$ cat config.mk
export PLATFORM = sky130hd
export DESIGN_NAME = motor_axis_driver
export DESIGN_NICKNAME = d
export VERILOG_FILES = /design/src/rtl/motor_axis_driver.sv
export SDC_FILE = /design/constraint.sdc
export NUM_CORES = 1
export LEC_CHECK = 0
export CAP_MARGIN = 20
export CELL_PAD_IN_SITES_DETAIL_PLACEMENT = 2
export CELL_PAD_IN_SITES_GLOBAL_PLACEMENT = 2
export CORE_AREA = 5 5 119 121
export DETAILED_ROUTE_END_ITERATION = 6
export DIE_AREA = 0 0 124 126
export PLACE_DENSITY_LB_ADDON = 0.1
export SLEW_MARGIN = 10
export SYNTH_ARGS = -nofsm -noshare
export SYNTH_HDL_FRONTEND = slang
export SYNTH_SLANG_ARGS = --single-unit
$ cat constraint.sdc
create_clock -name sysclk -period 3.8 [get_ports sysclk]
set_clock_uncertainty 0.1 [all_clocks]
set_input_delay 1.14 -clock sysclk [delete_from_list [all_inputs] [get_ports sysclk]]
set_output_delay 1.14 -clock sysclk [all_outputs]
set_load 0.01 [all_outputs]
$ cat src/rtl/motor_axis_driver.sv
// -----------------------------------------------------------------------------
// motor_axis_driver
// Single-axis step/direction driver with homing. After reset the axis runs
// toward home until the limit switch trips. It then accepts absolute target
// coordinates and issues STEPS_PER_UNIT step pulses per coordinate unit.
//
// Ports
//   sysclk     in   system clock, rising edge
//   rst_n      in   asynchronous active-low reset
//   Stop       in   home limit switch, asynchronous, active-high
//   tgt_valid  in   target coordinate offered
//   tgt_pos    in   [9:0] target coordinate (legal 0..999)
//   tgt_ready  out  target can be accepted (IDLE and homed)
//   PU         out  step pulse
//   DR         out  direction, 1 = away from home
//   MF         out  motor free, 1 = driver de-energized
//   cur_pos    out  [9:0] current coordinate
//   homed      out  home position established
//   done       out  one-cycle move-finished / null-move pulse
//   err        out  one-cycle illegal-target pulse, held high in FAULT
// -----------------------------------------------------------------------------
module motor_axis_driver #(
    parameter int HALF_PERIOD    = 4,
    parameter int STEPS_PER_UNIT = 2,
    parameter int HOME_TIMEOUT   = 2048
) (
    input  logic       sysclk,
    input  logic       rst_n,
    input  logic       Stop,
    input  logic       tgt_valid,
    input  logic [9:0] tgt_pos,
    output logic       tgt_ready,
    output logic       PU,
    output logic       DR,
    output logic       MF,
    output logic [9:0] cur_pos,
    output logic       homed,
    output logic       done,
    output logic       err
);

    localparam int HW  = $clog2(HALF_PERIOD + 1);
    localparam int SW  = $clog2(STEPS_PER_UNIT + 1);
    localparam int HCW = $clog2(HOME_TIMEOUT + 1);
    localparam logic [HW-1:0]  HALF_LAST = HW'(HALF_PERIOD - 1);
    localparam logic [SW-1:0]  STEP_LAST = SW'(STEPS_PER_UNIT - 1);
    localparam logic [HCW-1:0] HOME_LAST = HCW'(HOME_TIMEOUT - 1);
    localparam logic [9:0]     POS_MAX   = 10'd999;

    typedef enum logic [2:0] {
        S_HOME  = 3'd0,
        S_IDLE  = 3'd1,
        S_SETUP = 3'd2,
        S_MOVE  = 3'd3,
        S_FAULT = 3'd4
    } state_t;

    state_t         state_r, state_s;
    logic           stop_meta_r, stop_sync_r;
    logic [HW-1:0]  half_cnt_r, half_cnt_s;
    logic [SW-1:0]  step_cnt_r, step_cnt_s;
    logic [HCW-1:0] home_cnt_r, home_cnt_s;
    logic [9:0]     target_r, target_s;
    logic [9:0]     pos_r, pos_s;
    logic           pu_r, pu_s;
    logic           dr_r, dr_s;
    logic           mf_r, mf_s;
    logic           homed_r, homed_s;
    logic           done_r, done_s;
    logic           err_r, err_s;
    logic           ready_r, ready_s;
    logic           half_done_s;
    logic [9:0]     pos_step_s;

    assign half_done_s = (half_cnt_r == HALF_LAST);
    // DR is frozen for the whole move, so the next coordinate depends only on it
    assign pos_step_s  = dr_r ? (pos_r + 10'd1) : (pos_r - 10'd1);

    // Two-flop synchronizer for the asynchronous limit switch
    always_ff @(posedge sysclk or negedge rst_n) begin
        if (!rst_n) begin
            stop_meta_r <= 1'b0;
            stop_sync_r <= 1'b0;
        end else begin
            stop_meta_r <= Stop;
            stop_sync_r <= stop_meta_r;
        end
    end

    // Next-state and next-output logic for the axis FSM
    always_comb begin
        state_s    = state_r;
        half_cnt_s = half_cnt_r;
        step_cnt_s = step_cnt_r;
        home_cnt_s = home_cnt_r;
        target_s   = target_r;
        pos_s      = pos_r;
        pu_s       = pu_r;
        dr_s       = dr_r;
        mf_s       = 1'b0;
        homed_s    = homed_r;
        done_s     = 1'b0;
        err_s      = 1'b0;
        case (state_r)
            S_HOME: begin
                dr_s = 1'b0;
                if (stop_sync_r) begin
                    // a partially issued pulse is simply dropped
                    pu_s       = 1'b0;
                    pos_s      = 10'd0;
                    homed_s    = 1'b1;
                    half_cnt_s = '0;
                    state_s    = S_IDLE;
                end else if (half_done_s) begin
                    half_cnt_s = '0;
                    pu_s       = ~pu_r;
                    if (pu_r) begin
                        if (home_cnt_r == HOME_LAST) begin
                            state_s = S_FAULT;
                            pu_s    = 1'b0;
                            mf_s    = 1'b1;
                            err_s   = 1'b1;
                        end else begin
                            home_cnt_s = home_cnt_r + HCW'(1);
                        end
                    end else begin
                        home_cnt_s = home_cnt_r;
                    end
                end else begin
                    half_cnt_s = half_cnt_r + HW'(1);
                end
            end
            S_IDLE: begin
                pu_s = 1'b0;
                if (tgt_valid && ready_r) begin
                    if (tgt_pos > POS_MAX) begin
                        err_s = 1'b1;
                    end else if (tgt_pos == pos_r) begin
                        done_s = 1'b1;
                    end else begin
                        target_s = tgt_pos;
                        dr_s     = (tgt_pos > pos_r);
                        state_s  = S_SETUP;
                    end
                end else begin
                    target_s = target_r;
                end
            end
            S_SETUP: begin
                // first pulse rises as MOVE is entered
                pu_s       = 1'b1;
                half_cnt_s = '0;
                step_cnt_s = '0;
                state_s    = S_MOVE;
            end
            S_MOVE: begin
                if (stop_sync_r && !dr_r) begin
                    pu_s    = 1'b0;
                    pos_s   = 10'd0;
                    done_s  = 1'b1;
                    state_s = S_IDLE;
                end else if (half_done_s) begin
                    half_cnt_s = '0;
                    if (pu_r) begin
                        pu_s = 1'b0;
                        if (step_cnt_r == STEP_LAST) begin
                            step_cnt_s = '0;
                            pos_s      = pos_step_s;
                            if (pos_step_s == target_r) begin
                                done_s  = 1'b1;
                                state_s = S_IDLE;
                            end else begin
                                state_s = S_MOVE;
                            end
                        end else begin
                            step_cnt_s = step_cnt_r + SW'(1);
                        end
                    end else begin
                        pu_s = 1'b1;
                    end
                end else begin
                    half_cnt_s = half_cnt_r + HW'(1);
                end
            end
            S_FAULT: begin
                pu_s  = 1'b0;
                mf_s  = 1'b1;
                err_s = 1'b1;
            end
            default: begin
                state_s = S_FAULT;
                pu_s    = 1'b0;
                mf_s    = 1'b1;
                err_s   = 1'b1;
            end
        endcase
        ready_s = (state_s == S_IDLE) && homed_s;
    end

    // State and registered-output update
    always_ff @(posedge sysclk or negedge rst_n) begin
        if (!rst_n) begin
            state_r    <= S_HOME;
            half_cnt_r <= '0;
            step_cnt_r <= '0;
            home_cnt_r <= '0;
            target_r   <= 10'd0;
            pos_r      <= 10'd0;
            pu_r       <= 1'b0;
            dr_r       <= 1'b0;
            mf_r       <= 1'b1;
            homed_r    <= 1'b0;
            done_r     <= 1'b0;
            err_r      <= 1'b0;
            ready_r    <= 1'b0;
        end else begin
            state_r    <= state_s;
            half_cnt_r <= half_cnt_s;
            step_cnt_r <= step_cnt_s;
            home_cnt_r <= home_cnt_s;
            target_r   <= target_s;
            pos_r      <= pos_s;
            pu_r       <= pu_s;
            dr_r       <= dr_s;
            mf_r       <= mf_s;
            homed_r    <= homed_s;
            done_r     <= done_s;
            err_r      <= err_s;
            ready_r    <= ready_s;
        end
    end

    assign tgt_ready = ready_r;
    assign PU        = pu_r;
    assign DR        = dr_r;
    assign MF        = mf_r;
    assign cur_pos   = pos_r;
    assign homed     = homed_r;
    assign done      = done_r;
    assign err       = err_r;

endmodule

# Word level (Yosys, flattened, before mapping)
# Index checks and enable logic that the tools add are counted.
[op_classes]
eq_ne = 21
n_bitwise = 5
n_reduce_logical = 18
order_cmp = 2
addsub = 5
muxes = 60
[ops]
columns = ["cell", "n"]
rows = [
  ["10-bit two-way mux", 6],
  ["3-bit two-way mux", 14],
  ["1-bit two-way mux", 26],
  ["10-bit equality test", 2],
  ["10-bit case mux with 2 select lines", 1],
  ["3-bit case mux with 5 select lines", 1],
  ["2-bit inequality test (second input constant)", 7],
  ["12-bit by 1-bit adder with 12-bit output (second input constant)", 1],
  ["12-bit by 11-bit equality test with 1-bit output (second input constant)", 1],
  ["3-bit inequality test (second input constant)", 4],
  ["4-bit AND reduction", 3],
  ["10-bit by 1-bit adder with 10-bit output (second input constant)", 1],
  ["10-bit > comparator", 1],
  ["10-bit > comparator (second input constant)", 1],
  ["2-bit two-way mux", 5],
  ["5-bit AND reduction", 2],
  ["10-bit by 1-bit subtractor with 10-bit output (second input constant)", 1],
  ["3-bit by 2-bit equality test with 1-bit output (second input constant)", 3],
  ["3-bit case mux with 3 select lines", 1],
  ["3-bit by 1-bit equality test with 1-bit output (second input constant)", 2],
  ["1-bit case mux with 2 select lines", 3],
  ["1-bit case mux with 3 select lines", 2],
  ["2-bit nonzero test", 3],
  ["1-bit NOT", 5],
  ["other kinds (12)", 15],
]
[word_totals]
reg_bits = 49
out_inout_bits = 17
in_bits = 14

# Longest topological paths before layout
# Gate-level depths: netlist of run 1.
[depth]
ltp_word = 11
depth_mapped = 10

# Worst setup path after synthesis of run 1
# OpenSTA, ideal clock, no wires.
[synth_timing]
path_type = "input to register"
startpoint = "in tgt_pos[8]"
endpoint = "reg ready_r, in the netlist tgt_ready"
stages = 8
setup_ns = 0.078
setup_slack_ns = 0.812
t_arrival_ns = 2.811
cell_sequence = "ha_1 nand4_1 nor3_1 nor3_1 a21oi_1 o21bai_1 or4b_2 a21oi_1"
[synth_between]
elab_chain_cells = 7
[synth_rtl]
columns = ["item", "line_no", "text"]
rows = [
  ["from (decl)", "31", "input logic [9:0] tgt_pos,"],
  ["parallel branches: the longest is 2 deep, another holds 10-bit > comparator", "-", ""],
  ["3-bit two-way mux *", "136", "if (tgt_pos > POS_MAX) begin"],
  ["3-bit two-way mux *", "135", "if (tgt_valid && ready_r) begin"],
  ["3-bit case mux with 5 select lines *", "104", "case (state_r)"],
  ["3-bit by 1-bit equality test with 1-bit output *", "197", "ready_s = (state_s == S_IDLE) && homed_s;"],
  ["1-bit logical AND *", "197", ""],
  ["named net ready_s", "71", "logic ready_r, ready_s;"],
  ["to (signal assigned)", "229", "ready_r <= ready_s;"],
  ["to (decl)", "71", ""],
]
# Mark *: on every way through the listed nets, which the timed path passes.
# A chain may end at the register's enable or synchronous reset.

# Worst setup path in the final report of run 1
[layout_timing]
startpoint = "in tgt_pos[9]"
endpoint = "reg ready_r, in the netlist tgt_ready"
# Same word-level chain as after synthesis.

==> results of run 1 <==
## power by group
part	total (mW)	switching [mW]	leakage, nW	internal (mW)
sequential	0.523	0.00128	0.666	0.522
combinational	0.0474	0.0260	0.985	0.0214
clock	0.497	0.230	0.0775	0.267
total	1.07	0.258	1.73	0.810
## worst reg2reg max path, cell delays in order, from the launching register on
cell and delay, ns:
dfrtp_1 0.46, inv_2 0.30, ha_1 0.46, a21oi_1 0.20
nand2_1 0.09, a41oi_1 0.41, mux2i_1 0.37, o2111a_1 0.28
nand4_1 0.17, a211o_1 0.30
## layer usage
layer / global-route usage [%] / part of all wire, %
met2: 21.6 / 50
met4: 4.45 / 1.5
met3: 2.15 / 2.0
met1: 17.2 / 47
met5: 0 / 0
## kinds of logic after synthesis
group	share of synthesized area [%]
AOI/OAI and AO/OA	16.0
xor gates and xnor gates	8.24
adders and majority gates	8.51
buffers and inverters	3.90
DFF	38.7
muxes	4.57
and+or+nand+nor	20.1
## per-stage QoR
stage               util [%]  hold WS (ns)  instance area (sq um)  total power, mW
floorplan                  -         0.231                   3170            0.546
global placement        28.3         0.233                   3680            0.582
detailed placement      28.3         0.237                   3680            0.583
CTS                     29.6         0.254                   3840             1.10
global route            29.6         0.256                   3840             1.12
finish                  29.6         0.250                   3840             1.07
## synth_stat cells, drive strengths merged, types with 2 or more instances
| master | count | area [sq um] |
|---|---|---|
| dfrtp | 48 | 1200 |
| buf | 7 | 41.3 |
| a21o | 6 | 45.0 |
| or2 | 2 | 12.5 |
| mux2 | 12 | 135 |
| xnor2 | 10 | 87.6 |
| nor4 | 3 | 31.3 |
| a21boi | 2 | 15.0 |
| nor3b | 4 | 35.0 |
| o21a | 5 | 38.8 |
| nor2b | 8 | 50.1 |
| nand2b | 6 | 37.5 |
| o2111a | 2 | 22.5 |
| xor2 | 12 | 105 |
| nor3 | 13 | 70.1 |
| o211ai | 2 | 15.0 |
| nor4b | 2 | 17.5 |
| a21oi | 15 | 75.1 |
| inv | 19 | 71.3 |
| a31oi | 3 | 18.8 |
| nand4b | 2 | 17.5 |
| nor2 | 24 | 97.6 |
| clkbuf | 3 | 11.3 |
| nand3b | 3 | 35.0 |
| o2111ai | 2 | 17.5 |
| o21ai | 15 | 75.1 |
| nand2 | 26 | 97.6 |
| ha | 20 | 250 |
| o31ai | 8 | 60.1 |
| a211o | 2 | 17.5 |
| nand4 | 8 | 50.1 |
| a41oi | 2 | 17.5 |
| xnor3 | 2 | 45.0 |
| nand3 | 6 | 30.0 |
## state kept, by name, indices dropped and copies added (netlist names)
name,cells
homed,1
done,1
MF,1
err,1
PU,1
half_cnt_r,3
tgt_ready,1
state_r,3
DR,1
target_r,10
step_cnt_r,2
stop_meta_r,1
stop_sync_r,1
cur_pos,10
home_cnt_r,12
## area by class of cell
type / count / area, sq um / share of cell area, %
clock inverters: 2 / 17.5 / 0.457
repair buffers: 35 / 333 / 8.68
flip-flops and latches: 49 / 1230 / 32.0
clock buffers: 6 / 139 / 3.62
well taps: 176 / 220 / 5.74
inverters: 19 / 71.3 / 1.86
multi-input cells: 246 / 1830 / 47.7
## final timing paths
check                            startpoint       endpoint  slack (ns)  depth (start not counted)
worst max-delay path             tgt_pos[9]      tgt_ready        0.51                          9
worst min-delay path            stop_meta_r    stop_sync_r        0.25                          0
worst max register to register           DR     state_r[1]        0.55                          9
worst min register to register  stop_meta_r    stop_sync_r        0.25                          0
max in group asynchronous             rst_n     cur_pos[4]        2.11                          2
min in group asynchronous             rst_n  half_cnt_r[2]        0.69                          1
==> results.sh, run 1 <==
export IMPL_status="complete, no violations"
export IMPL_cts_hold_buf=0
export IMPL_worstMarginPinSlew_ns=0.822
export IMPL_dpl_hpwl_um=7180
export IMPL_grt_usage_pct=13.1
export IMPL_core_region_area_sq_um=13000
export IMPL_cp_end_kind="flop"
export IMPL_io_pins=31
export IMPL_cts_sinks=49
export IMPL_cp_start_kind="input port"
export IMPL_grt_first_pass_wirelength_um=15600
export IMPL_antenna_found_initial=0
export IMPL_finalSetupViolCount=0
export IMPL_mostFrequentLayoutCells="48 x dfrtp_1, 29 x clkdlybuf4s50_1, 26 x nand2_1"
export IMPL_fin_setup_tns_ns=0
export IMPL_initial_core_util_pct=24.5
export IMPL_cts_tree="built"
export IMPL_grt_max_degree=30
export IMPL_vias=2560
export IMPL_rsz0062_at_grt="no"
export IMPL_grt_pass1_vias=2823
export IMPL_postRouteAntennaNets=0
export IMPL_syn_inst=324
export IMPL_dieArea_sq_um=15600
export IMPL_slowest_stage="or4b_2"
export IMPL_setup_worst_path_class="input port to flop"
export IMPL_cp_max_fo=3
export IMPL_gp_routability_congestion=0.722
export IMPL_synth_seq_area_share_pct=38.7
export IMPL_synth_seq_cells=49
export IMPL_nNetsFinal=391
export IMPL_fillCellCount=1459
export IMPL_areaGrowthSynthToFinish_pct=20.9
export IMPL_hp_class="flop to flop"
export IMPL_arrival_ns=3.42
export IMPL_cp_slowest_stage_delay_ns=0.61
export IMPL_post_cts_buffers=0
export IMPL_ys_flop_type="dfrtp_1"
export IMPL_syn_nets=359
export IMPL_powerDensity_nw_per_um2=278
export IMPL_ys_warn_count=0
export IMPL_drt_first_pass_iters=4
export IMPL_clk_pin_slew_worst_paths_ns=0.07
export IMPL_layout_cells_non_filler=533
export IMPL_layout_commonest_cell="dfrtp_1"
export IMPL_insertion_delay_ns=0.31
export IMPL_async_flop_share_pct=100
export IMPL_relSlewSlack_pct=45.2
export IMPL_io_buffers=30
export IMPL_crit_family="simple AND/OR/NAND/NOR gates"
export IMPL_core_rowCount=42
export IMPL_drc=0
export IMPL_syn_area_sq_um=3170
export IMPL_worst_ep_required_time_ns=3.94
export IMPL_ctsResizeCount=0
export IMPL_setup_ws_ns=0.514
export IMPL_peakVddDrop_mv=0.158
export IMPL_dp_cells=525
export IMPL_diodes=0
export IMPL_p_leak_nw=1.73
export IMPL_root_buffer="clkbuf_16"
export IMPL_cap_viol_max_count=0
export IMPL_slew_violations=0
export IMPL_wl_um=9630
export IMPL_synth_edf_count=0
export IMPL_grt_overflow_total=0
export IMPL_synth_cell_types=66
export IMPL_clock_path_buffers=2
export IMPL_die_h_um=126
export IMPL_layout_min_cycle_time_ns=3.29
export IMPL_worstPathCellList="clkdlybuf4s50_1 -> ha_1 -> nand4_1 -> nor3_1 -> nor3_1 -> a21oi_1 -> o21bai_1 -> or4b_2 -> a21oi_1"
export IMPL_drtIter0Drc=81
export IMPL_finalCritPeriodShare_pct=86.5
export IMPL_final_layout_size_suffix_gt1_share_pct=8.68
export IMPL_die_w_um=124
export IMPL_fmax_mhz=304
export IMPL_synth_avg_cell_area_sq_um=9.80
export IMPL_cts_htree_levels=2
export IMPL_wl_per_cell_um=18.1
export IMPL_viasPerCell=4.80
export IMPL_cts_buffers=5
export IMPL_hold_violations=0
export IMPL_dp_slack_ns=0.148
export IMPL_crit_buf_inv=1
Power figures use the tool's default switching activity.
==> run 2, diff against run 1 <==
- CAP_MARGIN: 20 -> 40
- CTS_BUF_LIST: not set -> sky130_fd_sc_hd__clkbuf_4 sky130_fd_sc_hd__clkbuf_8
- SKIP_CTS_REPAIR_TIMING: not set -> 1
==> run 2 against run 1 <==
Compared with the run above:
- combinational power about the same
- cell area down 1.5%
- cell count unchanged
- critical path depth unchanged
- hold slack better by 0.0085 ns
- sequential cell count unchanged
- clock power down 25%
- critical path type unchanged
==> results.sh, run 2 (synthesis gave the netlist of run 1 again) <==
export IMPL_status="complete, no violations"
export IMPL_final_area_sq_um=3780
export IMPL_powerDensity_nw_per_um2=250
export IMPL_viasPerCell=4.81
export IMPL_cts_sinks=49
export IMPL_relSlewSlack_pct=45.7
export IMPL_cp_max_fo=3
export IMPL_arrival_ns=3.43
export IMPL_io_pins=31
export IMPL_p_leak_nw=1.70
export IMPL_whs_ns=0.259
export IMPL_rsz0062_at_grt="no"
export IMPL_slew_violations=0
export IMPL_multiInputGateArea_sq_um=1830
export IMPL_grt_usage_pct=13.0
export IMPL_initial_core_util_pct=24.5
export IMPL_r2r_end="state_r[1]"
export IMPL_fmax_mhz=307
export IMPL_diodes=0
export IMPL_clk_pin_slew_worst_paths_ns=0.10
export IMPL_layout_min_cycle_time_ns=3.26
export IMPL_peakVddDrop_mv=0.135
export IMPL_layout_commonest_cell="dfrtp_1"
export IMPL_drt_first_pass_iters=4
export IMPL_grt_overflow_total=0
export IMPL_hold_end="stop_sync_r"
export IMPL_dpl_cell_area_sq_um=3680
export IMPL_cp_end_kind="flop"
export IMPL_reg2reg_slack_ns=0.55
export IMPL_antenna_found_initial=0
export IMPL_finalSetupViolCount=0
export IMPL_nNetsFinal=391
export IMPL_insertion_delay_ns=0.34
export IMPL_min_from="stop_meta_r"
export IMPL_setup_worst_path_class="input port to flop"
export IMPL_gp_routability_congestion=0.722
export IMPL_drc=0
export IMPL_core_rowCount=42
export IMPL_grt_pass1_vias=2796
export IMPL_grt_max_degree=30
export IMPL_hp_class="flop to flop"
export IMPL_final_layout_size_suffix_gt1_share_pct=8.68
export IMPL_die_h_um=126
export IMPL_worst_ep_required_time_ns=3.97
export IMPL_dpl_hpwl_um=7180
export IMPL_die_w_um=124
export IMPL_clock_path_buffers=2
export IMPL_finalCritPeriodShare_pct=85.7
export IMPL_core_region_area_sq_um=13000
export IMPL_cts_tree="built"
export IMPL_cap_viol_max_count=0
export IMPL_dieArea_sq_um=15600
export IMPL_cp_start_kind="input port"
export IMPL_vias=2564
export IMPL_io_buffers=30
export IMPL_fin_setup_tns_ns=0
export IMPL_root_buffer="clkbuf_8"
export IMPL_regMostFlops="home_cnt_r"
export IMPL_hold_violations=0
export IMPL_cts_htree_levels=2
export IMPL_wl_per_cell_um=18.1
export IMPL_drtIter0Drc=82
export IMPL_largest_reg_flops=12
export IMPL_worstRegToRegCells=9
export IMPL_postRouteAntennaNets=0
export IMPL_worstMarginPinSlew_ns=0.814
export IMPL_mostFrequentLayoutCells="48 x dfrtp_1, 29 x clkdlybuf4s50_1, 26 x nand2_1"
export IMPL_cts_buffers=5
export IMPL_r2r_start="DR"
export IMPL_layout_area_seq_sq_um=1230
export IMPL_fillCellCount=1466
export IMPL_grt_first_pass_wirelength_um=15600
export IMPL_areaGrowthSynthToFinish_pct=19.1
export IMPL_wl_um=9640
export IMPL_whs_path_depth=0
run 2: cell types whose count changed in the layout (fill, tap and decap cells not counted):
| cell | before | now |
|---|---|---|
| clkbuf_16 | 5 | 0 |
| clkbuf_8 | 1 | 6 |
run 2: worst max-delay path by stage:
stage                     from         end  slack (ns)  depth (start not counted)
floorplan           tgt_pos[8]   tgt_ready        0.81                          8
global placement    tgt_pos[8]   tgt_ready        0.21                          9
detailed placement  tgt_pos[9]   tgt_ready        0.15                          9
CTS                         DR  state_r[1]        0.50                          9
global route                DR  state_r[1]        0.32                          9
finish              tgt_pos[9]   tgt_ready        0.54                          9
run 2: critical path, stage by stage:
cell and delay [ns]:
clkdlybuf4s50_1 0.46, ha_1 0.32, nand4_1 0.14, nor3_1 0.27
nor3_1 0.11, a21oi_1 0.16, o21bai_1 0.09, or4b_2 0.61
a21oi_1 0.13
run 2: cell type report:
cell class / instances / area share [%]
Multi-Input combinational cell: 246 / 48.4
Sequential cell: 49 / 32.5
Timing Repair Buffer: 35 / 8.81
Tap cell: 176 / 5.83
Clock buffer: 6 / 2.18
Inverter: 19 / 1.89
Clock inverter: 2 / 0.463
run 2: per-layer routing:
metal / wire [um] / track usage, % / vias to the layer above
li1: - / - / 1230
met1: 4560 / 17.3 / 1303
met5: 0 / 0 / -
met3: 203 / 2.42 / 10
met2: 4740 / 21.2 / 21
met4: 130 / 4.25 / 0
run 2: report_power, final:
group	switching [mW]	internal [mW]
logic	0.0258	0.0214
registers	0.00140	0.522
clock network	0.223	0.152
total	0.250	0.696
run 2: per-stage QoR:
stage / total power [mW] / util (%) / cells / setup WS [ns]
2_1_floorplan: 0.546 / - / 324 / 0.812
3_3_place_gp: 0.582 / 28.3 / 525 / 0.206
3_5_place_dp: 0.583 / 28.3 / 525 / 0.148
4_1_cts: 0.973 / 29.1 / 533 / 0.504
5_1_grt: 0.994 / 29.1 / 533 / 0.315
6_report: 0.945 / 29.1 / 533 / 0.543
